## src/rtl/div_16bits_pkg.sv

```systemverilog
`default_nettype none
// ============================================================================
// Module   : div_16bits_pkg
// Purpose  : Shared ALU divider definitions: FSM state encoding, default
//            operand width and the divide-by-zero quotient value.
// Ports    : none (package)
// Revision : 1.0 - initial release
// ============================================================================
package div_16bits_pkg;

    // Default operand / quotient / remainder width in bits
    localparam int unsigned c_width_default = 16;

    // Divide-by-zero quotient (all ones); wide enough for any supported
    // WIDTH, users take the low WIDTH bits.
    localparam logic [63:0] c_div_zero_quotient = '1;

    // Divider control state encoding
    typedef enum logic [1:0] {
        IDLE = 2'd0,
        RUN  = 2'd1,
        DONE = 2'd2
    } state_t;

endpackage : div_16bits_pkg
`default_nettype wire

```

## src/rtl/div_16bits_if.sv

```systemverilog
`default_nettype none
// ============================================================================
// Module   : div_16bits_if
// Purpose  : Request/result bundle between a requester and the divider.
// Ports    : start, dividend, divisor      (requester -> divider)
//            busy, done, quotient,
//            remainder, div_zero           (divider -> requester)
//            modport master : requester side
//            modport slave  : divider side
// Revision : 1.0 - initial release
// ============================================================================
interface div_16bits_if
    import div_16bits_pkg::*;
#(
    parameter int WIDTH = c_width_default
);

    logic             start;
    logic [WIDTH-1:0] dividend;
    logic [WIDTH-1:0] divisor;
    logic             busy;
    logic             done;
    logic [WIDTH-1:0] quotient;
    logic [WIDTH-1:0] remainder;
    logic             div_zero;

    modport master (
        output start,
        output dividend,
        output divisor,
        input  busy,
        input  done,
        input  quotient,
        input  remainder,
        input  div_zero
    );

    modport slave (
        input  start,
        input  dividend,
        input  divisor,
        output busy,
        output done,
        output quotient,
        output remainder,
        output div_zero
    );

endinterface : div_16bits_if
`default_nettype wire

```

## src/rtl/div_16bits_step.sv

```systemverilog
`default_nettype none
// ============================================================================
// Module   : div_step
// Purpose  : One combinational restoring-division step. Shifts the next
//            dividend bit into the partial remainder, trial-subtracts the
//            divisor with the subtractor form (B inverted, carry-in 1) and
//            keeps the difference only when it is non-negative.
// Ports    : r       in  WIDTH+1  partial remainder
//            q_msb   in  1        dividend bit shifted in this step
//            d       in  WIDTH    divisor
//            r_next  out WIDTH+1  partial remainder after the step
//            q_bit   out 1        quotient bit produced by the step
// Revision : 1.0 - initial release
// ============================================================================
module div_step #(
    parameter int WIDTH = 16
) (
    input  wire logic [WIDTH:0]   r,
    input  wire logic             q_msb,
    input  wire logic [WIDTH-1:0] d,
    output logic      [WIDTH:0]   r_next,
    output logic                  q_bit
);

    logic [WIDTH:0]   w_shifted;
    logic [WIDTH:0]   w_sub_b;
    logic [WIDTH+1:0] w_sum;
    logic             w_carry;
    logic             w_nonneg;

    always_comb begin
        w_shifted = {r[WIDTH-1:0], q_msb};
        // Subtract as A + ~B + 1; the carry out of the WIDTH+1 bit adder is
        // set exactly when A >= B.
        w_sub_b   = ~{1'b0, d};
        w_sum     = {1'b0, w_shifted} + {1'b0, w_sub_b} + {{(WIDTH+1){1'b0}}, 1'b1};
        w_carry   = w_sum[WIDTH+1];
        // A set top bit of r would be shifted out of the window; the true
        // trial value is then larger than any divisor, so it counts as
        // non-negative. The invariant r < d keeps this bit at 0 in practice.
        w_nonneg  = w_carry | r[WIDTH];
        r_next    = w_nonneg ? w_sum[WIDTH:0] : w_shifted;
        q_bit     = w_nonneg;
    end

endmodule : div_step
`default_nettype wire

```

## src/rtl/div_16bits.sv

```systemverilog
`default_nettype none
// ============================================================================
// Module   : div_16bits
// Purpose  : Sequential unsigned restoring divider. Accepts an operand pair
//            on start in IDLE, performs one trial-subtract-and-shift step per
//            clock and presents quotient/remainder with a one-cycle done
//            pulse. Divide by zero completes in one cycle with quotient all
//            ones, remainder = dividend and div_zero set.
// Ports    : clk   in  rising-edge clock
//            rst   in  asynchronous active-high reset
//            bus   slave modport of div_16bits_if
//                  (start/dividend/divisor in; busy/done/quotient/
//                   remainder/div_zero out, all registered)
// Revision : 1.0 - initial release
// ============================================================================
module div_16bits
    import div_16bits_pkg::*;
#(
    parameter int WIDTH = c_width_default
) (
    input  wire logic  clk,
    input  wire logic  rst,
    div_16bits_if.slave bus
);

    localparam int c_cnt_w = (WIDTH > 1) ? $clog2(WIDTH) : 1;

    state_t             r_state;
    logic [WIDTH-1:0]   r_q;
    logic [WIDTH:0]     r_r;
    logic [WIDTH-1:0]   r_d;
    logic [c_cnt_w-1:0] r_cnt;

    logic               r_busy;
    logic               r_done;
    logic [WIDTH-1:0]   r_quotient;
    logic [WIDTH-1:0]   r_remainder;
    logic               r_div_zero;

    logic [WIDTH:0]     w_r_next;
    logic               w_q_bit;
    logic [WIDTH-1:0]   w_q_next;

    div_step #(
        .WIDTH (WIDTH)
    ) u_step (
        .r      (r_r),
        .q_msb  (r_q[WIDTH-1]),
        .d      (r_d),
        .r_next (w_r_next),
        .q_bit  (w_q_bit)
    );

    // Q shifts left each step: its MSB feeds the remainder, the new
    // quotient bit enters at the LSB.
    assign w_q_next = {r_q[WIDTH-2:0], w_q_bit};

    always_ff @(posedge clk or posedge rst) begin
        if (rst) begin
            r_state     <= IDLE;
            r_q         <= '0;
            r_r         <= '0;
            r_d         <= '0;
            r_cnt       <= '0;
            r_busy      <= 1'b0;
            r_done      <= 1'b0;
            r_quotient  <= '0;
            r_remainder <= '0;
            r_div_zero  <= 1'b0;
        end else begin
            r_done <= 1'b0;
            case (r_state)
                IDLE: begin
                    if (bus.start) begin
                        r_q    <= bus.dividend;
                        r_d    <= bus.divisor;
                        r_r    <= '0;
                        r_cnt  <= c_cnt_w'(WIDTH - 1);
                        r_busy <= 1'b1;
                        if (bus.divisor == '0) begin
                            // No iteration needed: results are known now
                            r_state     <= DONE;
                            r_done      <= 1'b1;
                            r_quotient  <= c_div_zero_quotient[WIDTH-1:0];
                            r_remainder <= bus.dividend;
                            r_div_zero  <= 1'b1;
                        end else begin
                            r_state <= RUN;
                        end
                    end
                end

                RUN: begin
                    r_r   <= w_r_next;
                    r_q   <= w_q_next;
                    r_cnt <= r_cnt - c_cnt_w'(1);
                    if (r_cnt == '0) begin
                        // Last step: publish the step outputs directly so the
                        // result registers never hold partial values.
                        r_state     <= DONE;
                        r_done      <= 1'b1;
                        r_quotient  <= w_q_next;
                        r_remainder <= w_r_next[WIDTH-1:0];
                        r_div_zero  <= 1'b0;
                    end
                end

                DONE: begin
                    r_state <= IDLE;
                    r_busy  <= 1'b0;
                end

                default: begin
                    r_state <= IDLE;
                    r_busy  <= 1'b0;
                end
            endcase
        end
    end

    assign bus.busy      = r_busy;
    assign bus.done      = r_done;
    assign bus.quotient  = r_quotient;
    assign bus.remainder = r_remainder;
    assign bus.div_zero  = r_div_zero;

endmodule : div_16bits
`default_nettype wire

```

## src/flat_wrapper.sv

```systemverilog
// flat-port wrapper written by rule: the top's interface ports become plain ports
module div_16bits_flat import div_16bits_pkg::*;
#(
    parameter int WIDTH = c_width_default
)
  (clk, rst, bus_start, bus_dividend, bus_divisor, bus_busy, bus_done, bus_quotient, bus_remainder, bus_div_zero);
  div_16bits_if #(.WIDTH(WIDTH)) bus_i ();
  input  wire logic clk;
  input  wire logic rst;
  input wire logic [$bits(bus_i.start)-1:0] bus_start;
  input wire logic [$bits(bus_i.dividend)-1:0] bus_dividend;
  input wire logic [$bits(bus_i.divisor)-1:0] bus_divisor;
  output wire logic [$bits(bus_i.busy)-1:0] bus_busy;
  output wire logic [$bits(bus_i.done)-1:0] bus_done;
  output wire logic [$bits(bus_i.quotient)-1:0] bus_quotient;
  output wire logic [$bits(bus_i.remainder)-1:0] bus_remainder;
  output wire logic [$bits(bus_i.div_zero)-1:0] bus_div_zero;
  assign bus_i.start = bus_start;
  assign bus_i.dividend = bus_dividend;
  assign bus_i.divisor = bus_divisor;
  assign bus_busy = bus_i.busy;
  assign bus_done = bus_i.done;
  assign bus_quotient = bus_i.quotient;
  assign bus_remainder = bus_i.remainder;
  assign bus_div_zero = bus_i.div_zero;
  div_16bits #(.WIDTH(WIDTH)) u_core (.clk(clk), .rst(rst), .bus(bus_i));
endmodule
```

## config.mk

```make
export PLATFORM = sky130hd
export DESIGN_NAME = div_16bits_flat
export DESIGN_NICKNAME = d
export VERILOG_FILES = /design/src/rtl/div_16bits_pkg.sv /design/src/rtl/div_16bits_if.sv /design/src/rtl/div_16bits_step.sv /design/src/rtl/div_16bits.sv /design/src/flat_wrapper.sv
export SDC_FILE = /design/constraint.sdc
export NUM_CORES = 1
export LEC_CHECK = 0
export ABC_AREA = 1
export CORE_ASPECT_RATIO = 1.1
export CORE_MARGIN = 5
export CORE_UTILIZATION = 55
export DETAILED_ROUTE_END_ITERATION = 8
export GPL_ROUTABILITY_DRIVEN = 0
export HOLD_SLACK_MARGIN = 0.12
export PLACE_DENSITY = 0.84
export SYNTH_ARGS = -nofsm -noshare
export SYNTH_HDL_FRONTEND = slang
export SYNTH_HIERARCHICAL = 1
export SYNTH_SLANG_ARGS = --single-unit
```

## constraint.sdc

```tcl
create_clock -name clk -period 3.9 [get_ports clk]
set_input_delay 0.78 -clock clk [delete_from_list [all_inputs] [get_ports clk]]
set_output_delay 0.78 -clock clk [all_outputs]
set_load 0.1 [all_outputs]
```

==> Word level (Yosys, flattened, before mapping) <==
Index checks and enable logic that the tools add are counted.
{ "totals": {"ff_bits": 90, "output_inout_bits": 35} }
{ "op_classes": {"n_eq_ne": 4, "muxes": 29, "n_reduce_logical": 9, "bitwise": 3, "add_sub_neg": 3} }
{ "op_table": {"columns": ["op", "n"], "rows": [
  ["$mux W16", 7],
  ["$pmux W16 S2", 3],
  ["$mux W17", 2],
  ["$pmux W17 S2", 1],
  ["$add A17 B17 Y18", 1],
  ["$add A18 B1 Y18 const B", 1],
  ["$not A16 Y17", 1],
  ["$logic_not A16 Y1", 1],
  ["$pmux W4 S2", 1],
  ["$reduce_and A2 Y1", 4],
  ["$mux W1", 7],
  ["$mux W2", 3],
  ["$pmux W1 S2", 3],
  ["$logic_not A4 Y1", 1],
  ["$mux W4", 1],
  ["$ne A2 B1 Y1 const B", 2],
  ["$pmux W2 S2", 1],
  ["$reduce_and A4 Y1", 1],
  ["$sub A4 B1 Y4 const B", 1],
  ["$eq A2 B1 Y1 const B", 1],
  ["$logic_not A2 Y1", 1],
  ["$ne A2 B2 Y1 const B", 1],
  ["$reduce_bool A2 Y1", 1],
  ["$not A1 Y1", 1],
  ["$or A1 B1 Y1", 1]
]} }

==> Longest topological paths before layout <==
{ "logic_depth": {"depth_word": 7, "depth_mapped": 18} }

==> Modules after synthesis <==
The synthesis kept the hierarchy.
{ "modules_own_cells": {"columns": ["mod", "cells_per_inst", "n_inst", "area_each_um2"], "rows": [
  ["div_16bits", 477, 1, 4003.8],
  ["div_step", 275, 1, 1378.8]
]} }

==> Worst setup path before layout <==
OpenSTA, ideal clock, no wires.
{ "synth_timing": {"path_type": "register -> register", "startpoint": "register u_core.r_q[15]", "endpoint": "register u_core.r_remainder[8], in the netlist u_core/bus.remainder[8]", "required_ns": 3.831, "arrival_time_ns": 1.897, "synth_period_minus_slack_ns": 1.966, "setup_time_ns": 0.069, "setup_slack_ns": 1.934, "path_stages_with_launch": 16, "cell_sequence": "dfrtp_1 inv_1 ha_1 fa_1 inv_1 nand3_1 nand3_1 nand2_1 nand2_1 xor2_1 nand2_1 nand2_1 inv_1 o21ai_0 nand3_1 nand2_1"} }
{ "synth_between": {"elab_chain_cells": 6} }
{ "synth_lines": {"columns": ["item", "line", "text"], "rows": [
  ["start: declaration", "div_16bits.sv:29", "logic [WIDTH-1:0] r_q;"],
  ["start signal: assignment", "div_16bits.sv:75", "r_q <= bus.dividend;"],
  ["start signal: assignment", "div_16bits.sv:95", "r_q <= w_q_next;"],
  ["$add A17 B17 Y18 *", "div_16bits_step.sv:36", "w_sum = {1'b0, w_shifted} + {1'b0, w_sub_b} + {{(WIDTH+1){1'b0}}, 1'b1};"],
  ["$add A18 B1 Y18 *", "div_16bits_step.sv:36", null],
  ["$or A1 B1 Y1", "div_16bits_step.sv:41", "w_nonneg = w_carry | r[WIDTH];"],
  ["$mux W17 *", "div_16bits_step.sv:42", "r_next = w_nonneg ? w_sum[WIDTH:0] : w_shifted;"],
  ["named net u_core.w_r_next[8]", "div_16bits.sv:40", "logic [WIDTH:0] w_r_next;"],
  ["$mux W16 *", "div_16bits.sv:97", "if (r_cnt == '0) begin"],
  ["$pmux W16 S2 *", "div_16bits.sv:72", "case (r_state)"],
  ["end signal: assignment", "div_16bits.sv:85", "r_remainder <= bus.dividend;"],
  ["end signal: assignment", "div_16bits.sv:103", "r_remainder <= w_r_next[WIDTH-1:0];"],
  ["end: declaration", "div_16bits.sv:37", "logic [WIDTH-1:0] r_remainder;"]
]} }
Mark *: on every way through the listed nets, which the timed path passes. The rest lies on a longest branch. The select of a mux whose other input is x is not followed.
A chain may end at the register's enable or synchronous reset.

==> Worst setup path after layout <==
{ "layout_timing": {"startpoint": "register u_core.r_remainder[9], in the netlist u_core/bus.remainder[9]", "endpoint": "output port bus_remainder[9]"} }
{ "layout_lines": {"columns": ["item", "line", "text"], "rows": [
  ["end: declaration", "flat_wrapper.sv:16", "output wire logic [$bits(bus_i.remainder)-1:0] bus_remainder;"]
]} }
No word-level cell between the ends.

==> results.cfg <==
[worst_setup_path]
critPathKind = register to output pin
slowest_delay_ns = 1.15
crit_family = buffers and inverters
crit_required_ns = 3.12
start_kind = register
critPathSlowestCell = clkdlybuf4s50_1
endpoint_kind = output pin
crit_arrival_ns = 1.89
path_cells = clkdlybuf4s50_1
crit_buf_inv = 1
rrSetupSlack_ns = 1.30
cp_max_fo = 2

[yosys]
synth.area.top_cells = dfrtp_1 42%, nand2_1 18%, nand3_1 9.0%
ys.warnings.count = 6
synth.distinct_cells = 32
synth_sequential_area_ratio_pct = 41.84
synth_top_area_share_pct = 41.84
synth_area_per_cell_sq_um = 7.158
netlist_instances = 752
ys_ff_latch = 90
syn-num-nets = 805
yosys.area.top_type = dfrtp_1
synthesis.area_sq_um = 5383

[layout]
ff_latch_area_sq_um = 2252
mostFrequentLayoutCell = nand2_1
drive_above_1_share_pct = 5.452
finalNetCount = 855
stdcell_count = 924
fillCellCount = 810
mostFrequentLayoutCells = 263 x nand2_1, 97 x nand3_1, 96 x inv_1
num_antenna_cells = 0
area_growth_pct = 15.83
multiInputGateArea_sq_um = 2535

[detailed_routing]
remaining_drc_errors = 0
drtIter0Drc = 453
dr.pass1.iters = 5
routedWlPerCell_um = 14.59
num_vias = 5024
ant_nets = 0
wl_um = 13480
via_per_inst = 5.437

[grt]
grt_overflow_total = 0
grt_util_all_layers_pct = 23.16
grt_pass1_vias = 4880
grt_max_degree = 68
antenna_found_initial = 0
grt_pass1_wl_um = 22740

[sta]
max_freq_mhz = 374.2
post-route-min-period_ns = 2.673
fin_crit_sh_pct = 68.53
hold_violations = 0
tightest_slew_ns = 0.9852
maxSlewHeadroom_pct = 34.12
setup_tns_ns = 0
maxSlewViolCount = 0
setup_violations = 0
fin_hold_ws_ns = 0.4857
fin_skew_ns = 0.01353
rsz0062_at_grt = no

[placement]
hpwl_um = 10120
io_buffer_count = 69
placedCellCount = 908

[clocking]
cts_tree = built
clkSinkCount = 90
numCtsBuffers = 9
cts_setup_buffers = 0
htree_levels = 3
post_cts_resized = 0
ctsHoldBuffers = 0
clock_path_buffers = 2
clk_pin_slew_ns = 0.09
worstSkewPairLatency_ns = 0.37
cts-root-buf = clkbuf_8

[floorplan]
rows = 37
dieArea_sq_um = 11870
die_w_um = 104.3
coreArea_sq_um = 9444
initial_core_util_pct = 57.00
die_h_um = 113.8
ios = 70

[worst_hold_path]
hp-class = register to register

[run_status]
outcome = complete, no violations

[flow_run]
cap_violations = 0
[logic make-up (layout without fill, tap and decap cells)]
kind of cell               Yosys count  count (layout)  synth area share [%]
xor gates and xnor gates             7               7                 1.139
AOI/OAI and AO/OA                   87              87                 8.229
adders and majority gates           18              18                 4.324
and+or+nand+nor                    415             415                 33.40
DFF                                 90              90                 41.84
buffers and inverters              135             190                 11.06
[synthesized netlist by cell type]
master,number
o21ai_1,17
a31oi_1,1
fa_1,1
nor3_2,1
nor2_1,23
nand3b_1,4
xnor2_1,1
clkbuf_1,2
xor2_1,6
and2_1,2
nand3_1,97
a21oi_1,13
nand4_1,3
buf_4,12
o21ai_0,54
inv_2,4
ha_1,17
nand3_2,2
o211ai_1,1
nor2_2,6
a22o_1,1
clkbuf_2,1
nor3_1,3
inv_1,97
buf_6,3
nor2_4,1
nand2_4,2
nand2_1,263
nand2_2,7
buf_2,16
dfrtp_1,90
nand3_4,1
[final timing paths]
kind	startpoint	to	cells after the start
max in group asynchronous	rst	u_core/bus.remainder[0]$_DFFE_PP0P_	3
hold / removal	u_core/r_d[12]$_DFFE_PP0P_	u_core/r_d[12]$_DFFE_PP0P_	2
hold reg to reg	u_core/r_d[12]$_DFFE_PP0P_	u_core/r_d[12]$_DFFE_PP0P_	2
setup reg to reg	u_core/r_r[7]$_DFFE_PP0P_	u_core/bus.remainder[11]$_DFFE_PP0P_	15
setup / recovery	u_core/bus.remainder[9]$_DFFE_PP0P_	bus_remainder[9]	1
min in group asynchronous	rst	u_core/r_r[1]$_DFFE_PP0P_	2
[sequential cells by signal (all words and copies together), names as in the netlist]
name                  flops
u_core/r_r               17
u_core/r_q               16
u_core/bus.remainder     16
u_core/bus.busy           1
u_core/r_d               16
u_core/bus.quotient      16
u_core/r_state            2
u_core/r_cnt              4
u_core/bus.div_zero       1
u_core/bus.done           1
[area by class of cell]
class	instances	share of cell area (%)
inverters	101	6.101
clock inverters	6	1.164
flip-flops and latches	90	36.12
multi-input cells	527	40.66
clock buffers	10	2.047
repair buffers	73	11.56
well taps	117	2.348
[worst register-to-register path, stage by stage, from the launching register on]
cell and delay [ns]:
dfrtp_1 0.43, ha_1 0.37, nand2_1 0.14, inv_1 0.09
nand2_1 0.05, nand2_1 0.08, inv_1 0.07, nand3_2 0.11
nand2_4 0.14, nand2_4 0.24, nand3_1 0.17, nand2_1 0.09
inv_1 0.05, o21ai_0 0.28, nand3_1 0.14, nand2_1 0.09
[metal layers]
metal | up-vias | GRT usage (%) | part of all wire, %
li1 | 2470 | - | -
met1 | 2344 | 28.65 | 42
met2 | 178 | 40.39 | 50
met3 | 32 | 2.999 | 4.9
met4 | 0 | 10.45 | 3.0
met5 | - | 0 | 0
[through the flow]
| stage | area (sq um) | util (%) | worst slack [ns] |
|---|---|---|---|
| after global placement | 6035 | 63.90 | 1.293 |
| after floorplan | 5383 | - | 0.7847 |
| after global routing | 6235 | 66.02 | 1.156 |
| after CTS | 6235 | 66.02 | 1.216 |
| after detailed placement | 6035 | 63.90 | 1.228 |
| final | 6235 | 66.02 | 1.227 |
Power is not shown: default switching activity piles up to over one toggle a cycle in this logic, so the estimate is an artifact.
